===== config.mk =====
export PLATFORM = sky130hd
export DESIGN_NAME = return_stack
export DESIGN_NICKNAME = d
export VERILOG_FILES = /design/src/rtl/cpu_pkg.sv /design/src/rtl/rs_regfile.sv /design/src/rtl/return_stack.sv
export SDC_FILE = /design/constraint.sdc
export NUM_CORES = 1
export LEC_CHECK = 0
export ABC_AREA = 1
export CAP_MARGIN = 20
export CORE_ASPECT_RATIO = 1.4
export CORE_UTILIZATION = 55
export CTS_BUF_LIST = sky130_fd_sc_hd__clkbuf_4 sky130_fd_sc_hd__clkbuf_8
export DETAILED_ROUTE_END_ITERATION = 12
export PLACE_DENSITY = 0.82
export SYNTH_ARGS = -nofsm -noshare
export SYNTH_HDL_FRONTEND = slang
export SYNTH_SLANG_ARGS = --single-unit

===== constraint.sdc =====
create_clock -name clk -period 3.8 [get_ports clk]
set_clock_uncertainty 0.2 [all_clocks]
set_input_delay 1.14 -clock clk [delete_from_list [all_inputs] [get_ports clk]]
set_output_delay 1.14 -clock clk [all_outputs]
set_load 0.1 [all_outputs]

===== src/rtl/cpu_pkg.sv =====
// rtl/cpu_pkg.sv - shared fetch-stage widths and types
package cpu_pkg;
    localparam int PC_W     = 10;
    localparam int RS_DEPTH = 8;
    typedef logic [PC_W-1:0] pc_t;
endpackage


===== src/rtl/rs_regfile.sv =====
// rtl/rs_regfile.sv - return-address storage, one sync write port, one async read port
module rs_regfile
    import cpu_pkg::*;
#(
    parameter int DEPTH = RS_DEPTH,
    parameter int AW    = PC_W
) (
    input  logic                     clk,
    input  logic                     we,
    input  logic [$clog2(DEPTH)-1:0] waddr,
    input  logic [AW-1:0]            wdata,
    input  logic [$clog2(DEPTH)-1:0] raddr,
    output logic [AW-1:0]            rdata
);
    logic [AW-1:0] mem [DEPTH];

    // Entries are deliberately left uninitialised; validity is tracked by depth.
    always_ff @(posedge clk) begin
        if (we) begin
            mem[waddr] <= wdata;
        end
    end

    assign rdata = mem[raddr];
endmodule


===== src/rtl/return_stack.sv =====
// rtl/return_stack.sv - circular return-address stack feeding the PC rl input
module return_stack
    import cpu_pkg::*;
#(
    parameter int DEPTH = RS_DEPTH,
    parameter int AW    = PC_W
) (
    input  logic                       clk,
    input  logic                       rst_n,
    input  logic                       start,
    input  logic                       branch,
    input  logic                       jump2sub,
    input  logic                       retFsub,
    input  logic [AW-1:0]              npc,
    output logic [AW-1:0]              rl,
    output logic [$clog2(DEPTH+1)-1:0] depth,
    output logic                       empty,
    output logic                       full,
    output logic                       overflow,
    output logic                       underflow
);
    localparam int SPW = $clog2(DEPTH);
    localparam int DW  = $clog2(DEPTH + 1);

    logic [SPW-1:0] sp;
    logic [SPW-1:0] top_idx;
    logic [AW-1:0]  top_data;
    logic           push;
    logic           pop;

    // Same priority as the program counter: branch > call > return.
    assign push = !start && !branch && jump2sub;
    assign pop  = !start && !branch && !jump2sub && retFsub;

    assign empty   = (depth == '0);
    assign full    = (depth == DW'(DEPTH));
    assign top_idx = sp - SPW'(1);
    assign rl      = empty ? '0 : top_data;

    rs_regfile #(
        .DEPTH (DEPTH),
        .AW    (AW)
    ) u_regfile (
        .clk   (clk),
        .we    (push),
        .waddr (sp),
        .wdata (npc),
        .raddr (top_idx),
        .rdata (top_data)
    );

    always_ff @(posedge clk or negedge rst_n) begin
        if (!rst_n) begin
            sp        <= '0;
            depth     <= '0;
            overflow  <= 1'b0;
            underflow <= 1'b0;
        end else if (start) begin
            sp        <= '0;
            depth     <= '0;
            overflow  <= 1'b0;
            underflow <= 1'b0;
        end else if (push) begin
            // When full, sp already points at the oldest entry, so it is overwritten.
            sp <= sp + SPW'(1);
            if (full) begin
                overflow <= 1'b1;
            end else begin
                depth <= depth + DW'(1);
            end
        end else if (pop) begin
            if (empty) begin
                underflow <= 1'b1;
            end else begin
                sp    <= sp - SPW'(1);
                depth <= depth - DW'(1);
            end
        end
    end
endmodule


==> run_results.csv, run 1 <==
group,metric,value,unit
layout,layout-drive-gt1-share,17.5,%
worst_setup_path,worstSetupPathType,"reg -> out",
synthesis,ys.warnings.count,0,
die,coreArea,6660,sq um
clocking,h-tree-depth,3,
detailed_routing,drt_first_pass_iters,5,
global_routing,overflow,0,
clocking,clock_sinks,89,
detailed_routing,wl_per_cell,16.5,um
detailed_routing,drtAntennaViolNets,0,
clocking,cts_made_buffers,9,
global_routing,antenna_found_initial,0,
synthesis,ys_seq_area_share,68.7,%
sta,fmax,278,MHz
worst_setup_path,reg2reg_slack,1570,ps
global_routing,grt_pass1_wl,12900,um
die,die_width,72.5,um
die,fp.dieArea,7290,sq um
sta,layout_min_cycle_time,3590,ps
sta,fin_setup_tns,0,ps
detailed_routing,drtIter0Drc,227,
sta,slew_headroom,60.9,%
sta,hold_viol,0,
worst_hold_path,min_path_type,"reg -> reg",
worst_setup_path,endpoint_kind,"output pin",
worst_hold_path,hold-path-cell-count,2,
global_routing,grt_max_degree,45,
synthesis,synthTopCellsByArea,"edfxtp_1 (63%), nor2_1 (7.2%), dfrtp_1 (5.9%), o21ai_0 (5.1%), nand2_1 (4.4%)",
synthesis,async_flop_share,10.1,%
worst_setup_path,rr_worst_depth,5,
synthesis,yosysUniqueCellTypes,23,
layout,final_common_cell,"edfxtp_1",
clocking,cts_resized,0,
die,rows,35,
sta,tightest_slew,585,ps
clocking,cts_tree,"built",
global_routing,grt_pass1_vias,2583,
run,drv_cap,0,
synthesis,synth_edf_count,80,
layout,syn2layout_area_growth,21.2,%
clocking,clock_latency,350,ps
status,status,"finished, final reports clean",
die,die-height,101,um
clocking,root_buffer,"clkbuf_8",
die,start_util,57.4,%
detailed_routing,wirelength,8030,um
synthesis,synth_top_area_share,62.8,%
worst_setup_path,startpoint_type,"flip-flop",
synthesis,synth.ff_latch_count,89,
worst_setup_path,crit_arrival,2250,ps
placed_design,hpwl,5410,um
worst_setup_path,cp.required,2460,ps
synthesis,netlist_instances,346,
placed_design,place.gp.congestion,0.852,
clocking,cts_hold_buf,0,
die,io_pins,34,
synthesis,synth_top_area_cell,"edfxtp_1",
sta,finalCritPeriodShare,94.6,%
sta,rsz0062_at_grt,"false",
synthesis,syn_area_per_cell,11.0,sq um
synthesis,synth_flop_cell,"edfxtp_1",
clocking,post-cts-setup-buffers,0,
detailed_routing,vias,2699,
sta,drv_slew,0,
layout,final_cell_mix,"edfxtp_1 (80), nor2_1 (73), nand2_1 (45), o21ai_0 (39)",
detailed_routing,via_per_inst,5.54,
layout,nets,410,
worst_setup_path,cp_max_fo,10,
synthesis,synth_nets,366,
layout,diodes,0,
placed_design,io_buffers,33,
clocking,cts.path.max_buffers,2,
sta,setup-violations-final,0,
global_routing,grt_util_all_layers,24.7,%
clocking,clk_pin_slew,80,ps
detailed_routing,drc,0,
synthesis,netlist_area,3820,sq um
cell usage after synthesis, drive strengths merged (3+ instances only):
cell     n
o21ai   54
inv     28
buf     10
a21oi   12
xor2     3
edfxtp  80
dfrtp    9
clkbuf   6
ha       4
nand2   47
nand3    4
o22ai   11
nor2    74
layer usage:
metal,wire length [um],up-vias,GRT usage [%]
met3,503,25,5.50
met5,0,-,0
met4,263,0,13.0
met1,3160,1272,30.6
met2,4100,122,40.4
li1,-,1280,-
final cells by class:
class	instances	area (sq um)
multi-input combinational	213	1050
fill	474	2020
sequential	89	2630
timing repair buffer	49	531
clock inverter	6	73.8
inverter	28	105
clock buffer	10	131
tap	92	115
metrics by stage:
stage | hold slack, ps | setup WS (ps) | utilization (%) | std cells | cell area [sq um]
floorplan | 407 | 28.1 | - | 346 | 3860
global placement | 267 | 407 | 66.5 | 471 | 4430
detailed placement | 268 | 368 | 66.5 | 471 | 4430
CTS | 291 | 211 | 69.6 | 487 | 4630
global route | 309 | 64.7 | 69.6 | 487 | 4630
finish | 290 | 206 | 69.6 | 487 | 4630
logic make-up after synthesis:
kind of cell,share of synthesized area (%)
muxes,0.262
DFF,68.7
and+or+nand+nor,13.4
buffers and inverters,4.98
AOI/OAI and AO/OA,10.6
adders and majority gates,1.31
xor gates and xnor gates,0.688
flip-flops by register name, indices dropped and copies added (netlist names):
register       cells
sp                 3
underflow          1
u_regfile.mem     80
overflow           1
depth              4
final timing paths:
check	startpoint	to
worst max-delay path	sp[1]	rl[7]
worst min-delay path	overflow	overflow
max in group asynchronous	rst_n	depth[2]
worst min register to register	overflow	overflow
min in group asynchronous	rst_n	underflow
worst max register to register	sp[0]	u_regfile.mem[4][8]
critical path, cell delays in order, from the launching register on:
cell and delay (ps):
dfrtp_1 400, inv_1 90, ha_1 320, inv_1 70
buf_4 180, nor2_1 100, o21ai_0 80, nand2_1 120
o21ai_1 90, a21oi_2 230, buf_12 210
Power of run 1 is left out: the tool's default activity adds up to more than one toggle a clock period on the data nets, which glitch-free logic cannot reach.
==> run 2: changes to the inputs <==
--- a/config.mk
+++ b/config.mk
@@ -7,7 +7,6 @@
 export LEC_CHECK = 0
 export ABC_AREA = 1
 export CAP_MARGIN = 20
-export CORE_ASPECT_RATIO = 1.4
 export CORE_UTILIZATION = 55
 export CTS_BUF_LIST = sky130_fd_sc_hd__clkbuf_4 sky130_fd_sc_hd__clkbuf_8
 export DETAILED_ROUTE_END_ITERATION = 12
==> run 2 against run 1 <==
  * Count of clock-buffer cells in the layout down 1
  * Non-clock buffer count grew 1
  * Die area hardly changed
  * Setup slack worse by 37 ps
  * Critical endpoint is now rl[8]
  * Highest routed layer unchanged
==> run_results.csv, run 2 (same netlist as run 1, synthesis figures left out) <==
group,metric,value,unit
status,status,"finished, final reports clean",
detailed_routing,drtAntennaViolNets,0,
global_routing,grt_pass1_wl,11900,um
clocking,clock_sinks,89,
detailed_routing,wirelength,7720,um
layout,nets,411,
layout,final_common_cell,"edfxtp_1",
worst_setup_path,cp-endpoint,"rl[8]",
worst_setup_path,worstSetupPathType,"reg -> out",
layout,top_register,"u_regfile.mem",
worst_setup_path,reg2reg_slack,1820,ps
clocking,h-tree-depth,3,
detailed_routing,drc,0,
layout,syn2layout_area_growth,21.1,%
global_routing,grt_pass1_vias,2473,
layout,layout-drive-gt1-share,17.9,%
layout,diodes,0,
die,die-height,85.4,um
placed_design,hpwl,5030,um
sta,fin_hold_ws,286,ps
layout,fillers,501,
sta,layout_min_cycle_time,3630,ps
worst_setup_path,cp.required,2460,ps
layout,final_cells,476,
clocking,root_buffer,"clkbuf_8",
global_routing,overflow,0,
detailed_routing,wl_per_cell,16.2,um
layout,final_cell_mix,"edfxtp_1 (80), nor2_1 (73), nand2_1 (45), o21ai_0 (39), buf_4 (24)",
global_routing,grt_util_all_layers,22.1,%
worst_setup_path,cp_max_fo,14,
worst_setup_path,reg2reg_from,"sp[0]",
worst_setup_path,critPathLaunch,"sp[1]",
die,rows,30,
detailed_routing,drt_first_pass_iters,4,
sta,rsz0062_at_grt,"false",
clocking,cts.path.max_buffers,2,
die,fp.dieArea,7290,sq um
worst_setup_path,crit_arrival,2290,ps
detailed_routing,vias,2613,
clocking,clock_latency,350,ps
die,die_width,85.4,um
worst_hold_path,min_path_type,"reg -> reg",
die,start_util,56.6,%
sta,slew_headroom,69.2,%
sta,drv_slew,0,
worst_setup_path,rr_worst_depth,4,
sta,tightest_slew,462,ps
clocking,post-cts-setup-buffers,0,
worst_setup_path,endpoint_kind,"output pin",
run,drv_cap,0,
global_routing,antenna_found_initial,0,
layout,reg_top3,"u_regfile.mem x80, depth x4, sp x3",
worst_setup_path,r2r_end,"u_regfile.mem[1][9]",
die,io_pins,34,
detailed_routing,via_per_inst,5.49,
placed_design,dp.cells,460,
clocking,cts_made_buffers,9,
die,coreArea,6760,sq um
sta,fmax,275,MHz
sta,finalCritPeriodShare,95.6,%
global_routing,grt_max_degree,45,
sta,setup-violations-final,0,
placed_design,io_buffers,33,
detailed_routing,drtIter0Drc,224,
worst_setup_path,startpoint_type,"flip-flop",
clocking,cts_tree,"built",
sta,fin_setup_tns,0,ps
layout,largest_reg_flops,80,
placed_design,place.gp.congestion,0.777,
clocking,clk_pin_slew,90,ps
sta,hold_viol,0,
==> run 2: cell count changes in the layout (fill, tap and decap cells not counted), sizes merged <==
cell,change
bufinv,-1
clkinvlp,+2
clkbuf,-1
buf,+1
==> run 2: worst max-delay path, cell delays in order (launching register included) <==
cell and delay [ps]:
dfrtp_1 390, inv_1 90, ha_1 320, inv_2 180
buf_12 170, o21ai_0 120, o22ai_1 180, inv_1 80
a21oi_2 200, buf_12 200
==> run 2: repair_timing <==
action,CTS,global route
gates resized for setup,0,1
endpoints found under the setup margin,0,1
hold buffers,0,0
==> run 2: through the flow <==
step                      utilization (%)  area (sq um)  setup slack (ps)
after floorplan                         -          3860              28.1
after global placement               65.6          4430               606
after detailed placement             65.6          4430               525
after CTS                            68.5          4630              47.0
after global routing                 68.5          4630              63.6
final                                68.5          4630               168
==> run 2: area by class of cell <==
| class | instances | area (sq um) | area share (%) |
|---|---|---|---|
| tap | 80 | 100 | 2.16 |
| clock inverter | 7 | 71.3 | 1.54 |
| inverter | 28 | 105 | 2.27 |
| multi-input combinational | 213 | 1050 | 22.7 |
| clock buffer | 9 | 124 | 2.68 |
| sequential | 89 | 2630 | 56.8 |
| timing repair buffer | 50 | 551 | 11.9 |
==> run 2: layer usage <==
layer,GRT usage (%),wire length [um],vias up
met5,0,0,-
met1,28.5,3280,1230
met2,37.4,3860,101
li1,-,-,1274
met3,3.11,478,8
met4,10.3,98,0
==> run 2: worst min path at each step <==
stage | startpoint | to | slack [ps] | cells past startpoint
2_1_floorplan | sp[1] | sp[1] | 410 | 2
3_3_place_gp | overflow | overflow | 270 | 2
3_5_place_dp | overflow | overflow | 270 | 2
4_1_cts | overflow | overflow | 290 | 2
5_1_grt | overflow | overflow | 360 | 2
6_report | overflow | overflow | 290 | 2
Power of run 2 is left out for the same reason.
==> run 3: changes to the inputs <==
--- a/config.mk
+++ b/config.mk
@@ -10,7 +10,8 @@
 export CORE_UTILIZATION = 55
 export CTS_BUF_LIST = sky130_fd_sc_hd__clkbuf_4 sky130_fd_sc_hd__clkbuf_8
 export DETAILED_ROUTE_END_ITERATION = 12
-export PLACE_DENSITY = 0.82
+export DONT_BUFFER_PORTS = 1
+export PLACE_DENSITY = 0.75
 export SYNTH_ARGS = -nofsm -noshare
 export SYNTH_HDL_FRONTEND = slang
 export SYNTH_SLANG_ARGS = --single-unit
==> run 3 against run 2 <==
  * Non-clock buffer count decreased by 19
  * Count of clock-buffer cells in the layout increased by 1
  * Register-to-register slack got worse by 190 ps
  * Die area unchanged
  * Design area decreased by 3.8%
  * Final cell count decreased by 4.0%
  * Global-route usage increased by 1.7 points
  * Wire length increased by 1.2%
==> run_results.csv, run 3 (same netlist as run 1, synthesis figures left out) <==
group,metric,value,unit
global_routing,grt_util_all_layers,23.8,%
die,die-height,85.4,um
clocking,clock_latency,360,ps
worst_setup_path,cp.required,2460,ps
worst_setup_path,reg2reg_slack,1630,ps
die,rows,30,
clocking,cts_hold_buf,0,
detailed_routing,drtAntennaViolNets,0,
status,status,"finished, final reports clean",
worst_setup_path,crit_path_top_delay_cell,"dfrtp_1",
die,die_width,85.4,um
worst_setup_path,startpoint_type,"flip-flop",
worst_setup_path,path_cells,"inv_1, ha_4, inv_1, buf_4, nor2_1, o21ai_0, nand2_1, o21ai_1, a21oi_2, buf_12",
layout,finalInstanceArea,4450,sq um
sta,layout_min_cycle_time,3590,ps
worst_setup_path,reg2reg_from,"sp[0]",
global_routing,grt_pass1_wl,12600,um
worst_setup_path,crit_arrival,2250,ps
global_routing,grt_pass1_vias,2520,
detailed_routing,via_per_inst,5.60,
sta,setup-violations-final,0,
worst_hold_path,min_path_type,"in -> async",
detailed_routing,drtIter0Drc,168,
sta,slew_headroom,40.1,%
clocking,clock_sinks,89,
clocking,clk_pin_slew,80,ps
worst_setup_path,slowest_delay,390,ps
placed_design,place.gp.congestion,0.838,
global_routing,overflow,0,
detailed_routing,drt_first_pass_iters,4,
layout,final_common_cell,"edfxtp_1",
clocking,cts_resized,0,
layout,syn2layout_area_growth,16.5,%
sta,hold_viol,0,
worst_setup_path,cp_max_fo,14,
layout,nets,392,
die,coreArea,6760,sq um
die,io_pins,34,
die,fp.dieArea,7290,sq um
layout,seq_area,2630,sq um
layout,final_cell_mix,"edfxtp_1 (80), nor2_1 (72), nand2_1 (45), o21ai_0 (39), inv_1 (24)",
global_routing,grt_max_degree,45,
worst_setup_path,worstSetupPathType,"reg -> out",
detailed_routing,wirelength,7810,um
layout,top_register,"u_regfile.mem",
layout,fillers,514,
layout,multiInputGateArea,1060,sq um
clocking,cts_made_buffers,9,
clocking,cts_tree,"built",
sta,tightest_slew,898,ps
run,drv_cap,0,
die,start_util,56.6,%
detailed_routing,wl_per_cell,17.1,um
placed_design,hpwl,4980,um
sta,drv_slew,0,
layout,reg_top3,"u_regfile.mem x80, depth x4, sp x3",
clocking,post-cts-setup-buffers,0,
sta,rsz0062_at_grt,"false",
detailed_routing,drc,0,
clocking,root_buffer,"clkbuf_8",
clocking,cts.path.max_buffers,2,
worst_setup_path,endpoint_kind,"output pin",
worst_setup_path,rr_worst_depth,5,
layout,diodes,0,
sta,finalCritPeriodShare,94.6,%
placed_design,io_buffers,0,
layout,largest_reg_flops,80,
layout,layout-drive-gt1-share,17.8,%
global_routing,antenna_found_initial,0,
sta,fin_setup_tns,0,ps
placed_design,place_area,4240,sq um
detailed_routing,vias,2561,
clocking,h-tree-depth,3,
sta,fmax,278,MHz
worst_setup_path,r2r_end,"u_regfile.mem[4][3]",
worst_setup_path,crit_top_cell,"inv_1",
run 3: layer usage:
metal,GRT usage [%],wire length [um],up-vias
met2,38.7,3830,107
li1,-,-,1232
met3,6.52,559,18
met4,10.0,176,0
met1,30.4,3250,1204
met5,0,0,-
run 3: per-stage QoR:
| step | utilization (%) | hold WS, ps | instances | setup WS [ps] |
|---|---|---|---|---|
| floorplan | - | 407 | 346 | 28.1 |
| global placement | 62.8 | 441 | 441 | 600 |
| detailed placement | 62.8 | 465 | 441 | 536 |
| CTS | 65.7 | 255 | 457 | 95.2 |
| global route | 65.9 | 242 | 457 | 53.7 |
| finish | 65.9 | 264 | 457 | 205 |
run 3: layout make-up:
type | count | share of cell area (%)
clock buffers | 10 | 2.95
repair buffers | 31 | 8.04
inverters | 28 | 2.36
clock inverters | 6 | 1.46
multi-input cells | 213 | 23.9
well taps | 80 | 2.25
flip-flops and latches | 89 | 59.0
run 3: worst max path at each step:
| stage | from | endpoint | cells past startpoint |
|---|---|---|---|
| 3_5_place_dp | sp[1] | rl[7] | 10 |
| 2_1_floorplan | sp[0] | rl[1] | 10 |
| 4_1_cts | sp[1] | rl[5] | 10 |
| 5_1_grt | sp[1] | rl[0] | 10 |
| 3_3_place_gp | sp[1] | rl[6] | 8 |
| 6_report | sp[1] | rl[5] | 10 |
run 3: critical path: cells and delay by family (launching register included):
family | cells | cell delay (ps)
simple gates | 2 | 240
compound gates | 3 | 390
fa+ha+maj | 1 | 320
buf+inv | 4 | 560
flops | 1 | 390
Power of run 3 is left out for the same reason.
